$ cat src/rtl/hazard_ctrl_pkg.sv
// Shared types for the pipeline hazard controller: signed slot index with a -1 "no slot"
// encoding, controller state enum and 1-bit flag helpers.
`ifndef HAZARD_CTRL_FLAGS
`define HAZARD_CTRL_FLAGS
`define TRUE  1'b1
`define FALSE 1'b0
`endif

package hazard_ctrl_pkg;

  typedef logic bool;

  localparam int MAX_SLOTS  = 64;
  localparam int SLOT_IDX_W = $clog2(MAX_SLOTS) + 1;

  typedef logic signed [SLOT_IDX_W-1:0] slot_idx_t;

  localparam slot_idx_t NO_SLOT = slot_idx_t'(-1);

  typedef enum logic {
    RUN  = 1'b0,
    HOLD = 1'b1
  } hz_state_e;

endpackage

$ cat src/rtl/hazard_ctrl_msb_index.sv
// Highest-set-bit encoder: returns the index of the most significant set bit of vec,
// or NO_SLOT with valid low when vec is all zeros.
module msb_index
  import hazard_ctrl_pkg::*;
#(
  parameter int WIDTH = 7
) (
  input  logic [WIDTH-1:0] vec,
  output slot_idx_t        idx,
  output bool              valid
);

  // NOTE: every output gets a default before the loop so no path leaves it unassigned (no latch).
  always_comb begin
    idx   = NO_SLOT;
    valid = `FALSE;
    for (int i = 0; i < WIDTH; i++) begin
      if (vec[i]) begin
        idx   = slot_idx_t'(i);
        valid = `TRUE;
      end
    end
  end

endmodule

$ cat src/rtl/hazard_ctrl.sv
// Pipeline hazard controller: turns per-slot stall/flush requests into per-slot hold/clear
// commands, defers flushes stuck behind older stalls, holds fetch flushed after a redirect.
module hazard_ctrl
  import hazard_ctrl_pkg::*;
#(
  parameter int NUM_SLOTS  = 7,
  parameter int FLUSH_HOLD = 2,
  parameter int CNT_W      = 32,
  parameter int WDOG_CYC   = 1024
) (
  input  logic                 clk,
  input  logic                 resetn,
  input  logic [NUM_SLOTS-1:0] stall_req,
  input  logic [NUM_SLOTS-1:0] flush_req,
  output logic [NUM_SLOTS-1:0] stall,
  output logic [NUM_SLOTS-1:0] flush,
  output logic [NUM_SLOTS-1:0] flush_ack,
  output logic [CNT_W-1:0]     stall_cycles,
  output logic                 wedge
);

  localparam int HOLD_W = (FLUSH_HOLD > 0) ? $clog2(FLUSH_HOLD + 1) : 1;
  localparam int WDOG_W = $clog2(WDOG_CYC + 1);

  hz_state_e           state_q, state_d;
  logic [HOLD_W-1:0]   hold_cnt_q, hold_cnt_d;
  bool                 pend_valid_q, pend_valid_d;
  slot_idx_t           pend_idx_q, pend_idx_d;
  logic [CNT_W-1:0]    stall_cycles_q, stall_cycles_d;
  logic [WDOG_W-1:0]   wdog_q, wdog_d;
  bool                 wedge_q, wedge_d;

  logic [NUM_SLOTS-1:0] flush_vec;
  slot_idx_t            s_idx, f_idx;
  bool                  s_valid, f_valid, apply;

  // The pending flush re-enters arbitration alongside fresh requests.
  always_comb begin
    for (int i = 0; i < NUM_SLOTS; i++) begin
      flush_vec[i] = flush_req[i] | (pend_valid_q && (pend_idx_q == slot_idx_t'(i)));
    end
  end

  msb_index #(.WIDTH(NUM_SLOTS)) u_stall_msb (
    .vec   (stall_req),
    .idx   (s_idx),
    .valid (s_valid)
  );

  msb_index #(.WIDTH(NUM_SLOTS)) u_flush_msb (
    .vec   (flush_vec),
    .idx   (f_idx),
    .valid (f_valid)
  );

  // s_idx is NO_SLOT (-1) when nothing stalls, so a signed compare covers that case.
  assign apply = f_valid && (f_idx > s_idx);

  always_comb begin
    stall     = '0;
    flush     = '0;
    flush_ack = '0;
    for (int i = 0; i < NUM_SLOTS; i++) begin
      if (s_valid && (slot_idx_t'(i) <= s_idx)) stall[i] = 1'b1;
      if (!apply && s_valid && (slot_idx_t'(i) == s_idx + slot_idx_t'(1))) flush[i] = 1'b1;
      if (apply && (slot_idx_t'(i) < f_idx)) begin
        flush[i] = 1'b1;
        stall[i] = 1'b0;
      end
      if (apply && (slot_idx_t'(i) == f_idx)) flush_ack[i] = 1'b1;
    end
    if (state_q == HOLD) begin
      flush[0] = 1'b1;
      stall[0] = 1'b0;
    end
    if (!resetn) begin
      stall     = '0;
      flush     = '1;
      flush_ack = '0;
    end
  end

  always_comb begin
    state_d        = state_q;
    hold_cnt_d     = hold_cnt_q;
    pend_valid_d   = pend_valid_q;
    pend_idx_d     = pend_idx_q;
    stall_cycles_d = stall_cycles_q;
    wdog_d         = wdog_q;

    if (apply) begin
      pend_valid_d = `FALSE;
      pend_idx_d   = NO_SLOT;
    end else if (f_valid) begin
      // f already folds in the pending index, so this is max(pend_idx, new request).
      pend_valid_d = `TRUE;
      pend_idx_d   = f_idx;
    end

    if (apply && (FLUSH_HOLD > 0)) begin
      state_d    = HOLD;
      hold_cnt_d = HOLD_W'(FLUSH_HOLD);
    end else if (state_q == HOLD) begin
      if (hold_cnt_q <= HOLD_W'(1)) begin
        state_d    = RUN;
        hold_cnt_d = '0;
      end else begin
        hold_cnt_d = hold_cnt_q - HOLD_W'(1);
      end
    end

    if ((|stall) && (stall_cycles_q != '1)) stall_cycles_d = stall_cycles_q + CNT_W'(1);

    if (stall_req == '0)                    wdog_d = '0;
    else if (wdog_q != WDOG_W'(WDOG_CYC))   wdog_d = wdog_q + WDOG_W'(1);

    wedge_d = wedge_q | (wdog_d == WDOG_W'(WDOG_CYC));
  end

  // NOTE: sequential state uses non-blocking assignments so all flops update from the same pre-edge values.
  always_ff @(posedge clk) begin
    if (!resetn) begin
      state_q        <= RUN;
      hold_cnt_q     <= '0;
      pend_valid_q   <= `FALSE;
      pend_idx_q     <= NO_SLOT;
      stall_cycles_q <= '0;
      wdog_q         <= '0;
      wedge_q        <= `FALSE;
    end else begin
      state_q        <= state_d;
      hold_cnt_q     <= hold_cnt_d;
      pend_valid_q   <= pend_valid_d;
      pend_idx_q     <= pend_idx_d;
      stall_cycles_q <= stall_cycles_d;
      wdog_q         <= wdog_d;
      wedge_q        <= wedge_d;
    end
  end

  assign stall_cycles = stall_cycles_q;
  assign wedge        = wedge_q;

endmodule

$ cat config.mk
export PLATFORM = sky130hd
export DESIGN_NAME = hazard_ctrl
export DESIGN_NICKNAME = d
export VERILOG_FILES = /design/src/rtl/hazard_ctrl_pkg.sv /design/src/rtl/hazard_ctrl_msb_index.sv /design/src/rtl/hazard_ctrl.sv
export SDC_FILE = /design/constraint.sdc
export NUM_CORES = 1
export LEC_CHECK = 0
export CORE_ASPECT_RATIO = 0.9
export CORE_MARGIN = 2
export CORE_UTILIZATION = 47
export DETAILED_ROUTE_END_ITERATION = 8
export PLACE_DENSITY = 0.85
export SETUP_SLACK_MARGIN = 0.05
export SYNTH_ARGS = -nofsm -noshare
export SYNTH_HDL_FRONTEND = slang
export SYNTH_SLANG_ARGS = --single-unit
$ cat constraint.sdc
create_clock -name clk -period 3.7 [get_ports clk]
set_input_delay 0.37 -clock clk [delete_from_list [all_inputs] [get_ports clk]]
set_output_delay 0.37 -clock clk [all_outputs]
set_load 0.02 [all_outputs]
==> impl_metrics.ini <==
[cts]
tritoncts_clock_tree = done
clock_sink_count = 52
htree_levels = 2
cts_buffers = 5
worst_setup_hold_path_clk_slew_ns = 0.12
clock_latency_ns = 0.34
ctsLongestPathBuffers = 2
clockRootBuffer = sky130_fd_sc_hd__clkbuf_8

[sta]
portion_of_the_clock_cycle_consumed_by_the_worst_path_in_the_final_layout = 1.05
final_critical_path_setup_slack_ns = -0.176
worst_slew_pin_slew_ns = 1.15
setup-tns-final_ns = -3.21
report.final.slew_viol_count = 0
relSlewSlack = 0.233
finalHoldViolations = 0
worst_clock_skew_ns = 0.0289
achievable-frequency_mhz = 258
grt_setup_unrepaired = true
timing.final.crit_period_ns = 3.88
setup_violations = 38

[cells_and_area]
layout.cells.most_common_list = 74 x sky130_fd_sc_hd__buf_4, 48 x sky130_fd_sc_hd__dfxtp_1, 47 x sky130_fd_sc_hd__clkdlybuf4s50_1
synthToLayoutAreaGrowth_pct = 55.1
utilization = 0.740
layout.cell_area.non_filler_um2 = 5160
drive_above_1_share = 0.314
post_layout_nonfiller_instances = 657
final.fill_count = 455
final_nets = 586
layout_commonest_cell = sky130_fd_sc_hd__buf_4
insertedDiodeCount = 0

[drt]
vias_per_cell = 6.51
drc = 0
wire_per_inst_um = 19.3
vias = 4278
drt.antenna.violating_nets = 0
dr.pass1.iters = 6
totalWireLength_mm = 12.7
drt_iter0_drc = 406

[setup_path]
crit_required_ns = 3.97
critical_path_arrival_ns = 4.14
critPathMaxFanout = 8
timing.critical_path.from_type = primary input
timing.setup.critical_path_class = in -> reg
r2r_setup_slack_ns = -0.16
r2r.worst_path.cells = 14
reg2reg_to = stall_cycles[17]$_SDFFE_PN0P_
worst_setup_path_end_kind = flip-flop
timing.rr.start = pend_idx_q[1]$_SDFFE_PP1N_

[status]
outcome = complete, but fails checks
failed_checks = setup timing

[grt]
grt_start_max_net_pins = 24
first_global_vias = 3806
grt-ovfl-total = 0
grt_pass1_wl_mm = 18.4
track_usage = 0.290
grt_antenna_before_repair = 0

[synthesis]
synth_sequential_area_ratio = 0.313
postSynth.topFlopCell = sky130_fd_sc_hd__dfxtp_1
synth.distinct_cells = 65
synthesis.nets = 445
syn-instance-count = 422
synth-edff-count = 0
synthArstFlopShare = 0
yosys_warnings = 0
syn_area_per_cell_um2 = 7.88
synth_seq_cells = 52
syn_area_um2 = 3320

[die]
start_util = 0.477
std_cell_rows = 29
design.die.area_um2 = 7760
die_width_um = 92.7
die_h_um = 83.8
floorplan.core_area_um2 = 6970
io_pins = 70

[power]
power_density_nw_per_um2 = 324
power.leakage_nw = 1.95
power.ir.vdd_worst_v = 0.000269

[worst_hold_path]
holdCritPathClass = reg -> reg
min_to = wedge$_SDFF_PN0_
timing.hold.worst.start = wedge$_SDFF_PN0_
min_delay_path_depth = 1

[placed_design]
placement.io_buffers = 69
area_post_placement_um2 = 4540
dp_cells = 625
gpl.final_weighted_congestion = 0.951
hpwlAfterDp_mm = 7.37

[run]
max_cap_violations = 0
==> metrics by stage <==
stage / setup WS [ns] / hold WS (ns) / total power, mW
after floorplan: 0.00208 / 0.454 / 0.888
after global placement: -0.590 / 0.450 / 1.09
after detailed placement: -0.770 / 0.452 / 1.11
after CTS: -0.112 / 0.475 / 1.58
after global routing: -0.286 / 0.489 / 1.72
final: -0.176 / 0.472 / 1.67
==> synth_stat cells (3+ instances only) <==
master | n | area (um^2)
sky130_fd_sc_hd__inv_1 | 11 | 41.3
sky130_fd_sc_hd__and2_1 | 4 | 25.0
sky130_fd_sc_hd__a31oi_1 | 4 | 25.0
sky130_fd_sc_hd__ha_1 | 7 | 87.6
sky130_fd_sc_hd__nor2_1 | 40 | 150
sky130_fd_sc_hd__mux2i_1 | 7 | 70.1
sky130_fd_sc_hd__nor4b_1 | 3 | 26.3
sky130_fd_sc_hd__nand3_1 | 27 | 135
sky130_fd_sc_hd__xnor2_1 | 4 | 35.0
sky130_fd_sc_hd__nor2b_1 | 8 | 50.1
sky130_fd_sc_hd__o211ai_1 | 4 | 30.0
sky130_fd_sc_hd__o311ai_0 | 4 | 35.0
sky130_fd_sc_hd__a21oi_1 | 29 | 145
sky130_fd_sc_hd__nand2b_1 | 8 | 50.1
sky130_fd_sc_hd__nand2_1 | 38 | 143
sky130_fd_sc_hd__o21ai_0 | 12 | 60.1
sky130_fd_sc_hd__or3_1 | 5 | 31.3
sky130_fd_sc_hd__clkbuf_1 | 15 | 56.3
sky130_fd_sc_hd__xor2_1 | 5 | 43.8
sky130_fd_sc_hd__and3_1 | 12 | 75.1
sky130_fd_sc_hd__dfxtp_1 | 52 | 1040
sky130_fd_sc_hd__nor3b_1 | 4 | 30.0
sky130_fd_sc_hd__nand4_1 | 11 | 68.8
sky130_fd_sc_hd__buf_4 | 3 | 22.5
sky130_fd_sc_hd__or2_2 | 3 | 18.8
sky130_fd_sc_hd__or4_1 | 16 | 120
sky130_fd_sc_hd__nor3_1 | 14 | 70.1
sky130_fd_sc_hd__o31ai_1 | 22 | 165
sky130_fd_sc_hd__nor4_1 | 8 | 50.1
==> sequential cells by signal, indices dropped and copies added, names as in the netlist <==
| name | cells |
|---|---|
| pend_idx_q | 4 |
| state_q | 1 |
| wedge | 1 |
| stall_cycles | 32 |
| wdog_q | 11 |
| pend_valid_q | 1 |
| hold_cnt_q | 2 |
==> critical path: stages <==
cell and delay (ns):
sky130_fd_sc_hd__clkdlybuf4s50_1 0.44, sky130_fd_sc_hd__or4b_4 0.57, sky130_fd_sc_hd__buf_6 0.15, sky130_fd_sc_hd__nand2_1 0.08, sky130_fd_sc_hd__ha_1 0.25, sky130_fd_sc_hd__a211o_1 0.31, sky130_fd_sc_hd__o211a_1 0.26, sky130_fd_sc_hd__or2_4 0.29
sky130_fd_sc_hd__a211oi_4 0.23, sky130_fd_sc_hd__o31a_2 0.21, sky130_fd_sc_hd__buf_6 0.12, sky130_fd_sc_hd__buf_12 0.11, sky130_fd_sc_hd__nor3b_4 0.07, sky130_fd_sc_hd__or4_1 0.49, sky130_fd_sc_hd__a21oi_1 0.19
==> worst max path at each step <==
| stage | slack, ns | endpoint | startpoint |
|---|---|---|---|
| floorplan | 0.002 | stall_cycles[28]$_SDFFE_PN0P_ | pend_idx_q[5]$_SDFFE_PP1N_ |
| global placement | -0.59 | stall_cycles[1]$_SDFFE_PN0P_ | flush_req[0] |
| detailed placement | -0.77 | stall_cycles[1]$_SDFFE_PN0P_ | flush_req[0] |
| CTS | -0.11 | stall_cycles[21]$_SDFFE_PN0P_ | pend_idx_q[1]$_SDFFE_PP1N_ |
| global route | -0.29 | stall_cycles[30]$_SDFFE_PN0P_ | pend_idx_q[5]$_SDFFE_PP1N_ |
| finish | -0.18 | stall_cycles[17]$_SDFFE_PN0P_ | flush_req[2] |
==> cell type report <==
cell class	count	area [um^2]	share of cell area
Tap cell	93	116	0.0226
Clock buffer	6	72.6	0.0141
Timing Repair Buffer	154	1350	0.262
Sequential cell	52	1050	0.203
Clock inverter	2	38.8	0.00752
Multi-Input combinational cell	338	2490	0.482
Inverter	12	45.0	0.00873
==> power breakdown <==
part / internal (mW) / leakage (nW) / switching, mW
clock: 0.205 / 0.0558 / 0.210
sequential: 0.589 / 0.421 / 0.0382
combinational: 0.302 / 1.47 / 0.325
total: 1.10 / 1.95 / 0.573
==> layer usage <==
metal / GRT usage / wire, um
met4: 0.122 / 752
met2: 0.480 / 5890
met1: 0.368 / 4860
met3: 0.0578 / 1190
met5: 0 / 0
==> cells by family (layout without fill, tap and decap cells) <==
family | after synthesis | count (layout) | share of synthesized area
AO/OA/AOI/OAI | 101 | 101 | 0.219
XOR/XNOR | 9 | 9 | 0.0237
adder cells (fa/ha/maj) | 7 | 7 | 0.0263
buffers and inverters | 34 | 174 | 0.0467
flip-flops | 52 | 52 | 0.313
multiplexers | 8 | 8 | 0.0245
AND/OR/NAND/NOR | 211 | 213 | 0.347
==> timing repair <==
item,in CTS,in global routing
buffers inserted,15,6
gates cloned,2,1
pin swaps,30,18
hold buffers,0,0
hold endpoints to repair,0,0
resized for setup,122,49
endpoints found under the setup margin,51,52
No activity file was read; power rests on OpenSTA's default activity.
==> edit: new RTL, same settings <==
Set the package constant `MAX_SLOTS` to 128 (it was 64).
--- a/src/rtl/hazard_ctrl_pkg.sv
+++ b/src/rtl/hazard_ctrl_pkg.sv
@@ -12,3 +12,3 @@
 
-  localparam int MAX_SLOTS  = 64;
+  localparam int MAX_SLOTS  = 128;
   localparam int SLOT_IDX_W = $clog2(MAX_SLOTS) + 1;
Formal check against the unedited RTL: same outputs for any inputs over 10 cycles, from zero or initial values and one cycle with resetn low; that may be too few to reach the edited logic, so the function may still have changed.
==> edit against the unedited design <==
- combinational power up 9.4%
- largest power group is now combinational logic
- setup slack lost 0.070 ns
- synthesized area is 2.4% higher
- routed wire length rose by 0.79%
- sequential cell count unchanged
- the run still ends with setup timing left
- clock power fell by 17%
- power is essentially flat
- final area rose by 3.6%
- register-to-register slack lost 0.07 ns
- largest cell class unchanged
==> edit: results (changes against the unedited design) <==
metric	value	unit	change
syn_nets	443		-0.45%
worst rel slew slack	0.613		+0.379
Reg-to-Reg End	stall_cycles[19]		
clock slew at reported path FFs	0.09	ns	-0.03 ns
RePlAce Congestion	0.909		-4.4%
GR Util All Layers	0.286		-0.00387
first-pass GRT wire length	18.2	mm	-1.0%
outcome	complete, but fails checks		
syn avg cell area	8.10	um2	+2.9%
final setup margin	-0.247	ns	-0.0704 ns
clk_skew	0.0138	ns	-0.0151 ns
Max stage delay on crit path	0.35	ns	-0.22 ns
Final TNS setup	-5.57	ns	-2.36 ns
Compound-Gate Fraction of Synth Area	0.236		+0.0174
CP max-delay cell	or3_1		
xor and xnor area share after synthesis	0.0283		+0.00460
fill cell count	477		+4.8%
leak pwr	2.02	nW	+3.3%
worst vdd ir	199	uV	-26%
CP top delay family	buffers and inverters		
Placed Cells	622		-0.48%
layout cells sized above 1	0.339		+0.0248
failing checks	setup timing		
mux cell area share after synthesis	0.0298		+0.00532
Reg2Reg Depth	19		+5
Placed Area	4630	um2	+2.0%
vias in the first global route	3792		-0.37%
hold_sp	hold_cnt_q[1]		
synth cell count leaders	dfxtp_1 (52), nand2_1 (38), nor2_1 (38)		
post-synthesis sequential area ratio	0.306		-0.00725
Final Setup Violations	45		+18%
CTS resizes	110		-9.8%
post-CTS setup buffers	11		-4
largest net degree at the start of global routing	22		-8.3%
Unique masters post-synth	76		+17%
detailed-route via count	4134		-3.4%
CP Data Arrival Time	3.58	ns	-0.56 ns
Iter 0 DRT Violations	284		-30%
==> edit: layer usage <==
layer / track usage / part of all wire / up-vias
met3: 0.0521 / 0.070 / 39
met4: 0.129 / 0.030 / 0
li1: - / - / 1862
met5: 0 / 0 / -
met1: 0.357 / 0.40 / 2009
met2: 0.479 / 0.50 / 224
==> edit: area by class of cell <==
type / instances / share of cell area
clock buffer: 7 / 0.0162
clock inverter: 1 / 0.00140
inverter: 17 / 0.0119
multi-input combinational: 335 / 0.502
sequential: 52 / 0.195
tap: 93 / 0.0218
timing repair buffer: 152 / 0.251
==> edit: power breakdown <==
part           internal [W]  switching (W)
sequential         0.000593      0.0000448
clock              0.000152       0.000193
combinational      0.000317       0.000369
==> edit: worst min path at each step <==
stage | to | slack, ns | cells after the start
finish | hold_cnt_q[1] | 0.49 | 2
global placement | wedge | 0.47 | 2
floorplan | hold_cnt_q[1] | 0.45 | 2
global route | wedge | 0.52 | 2
CTS | hold_cnt_q[1] | 0.49 | 2
detailed placement | wedge | 0.47 | 2
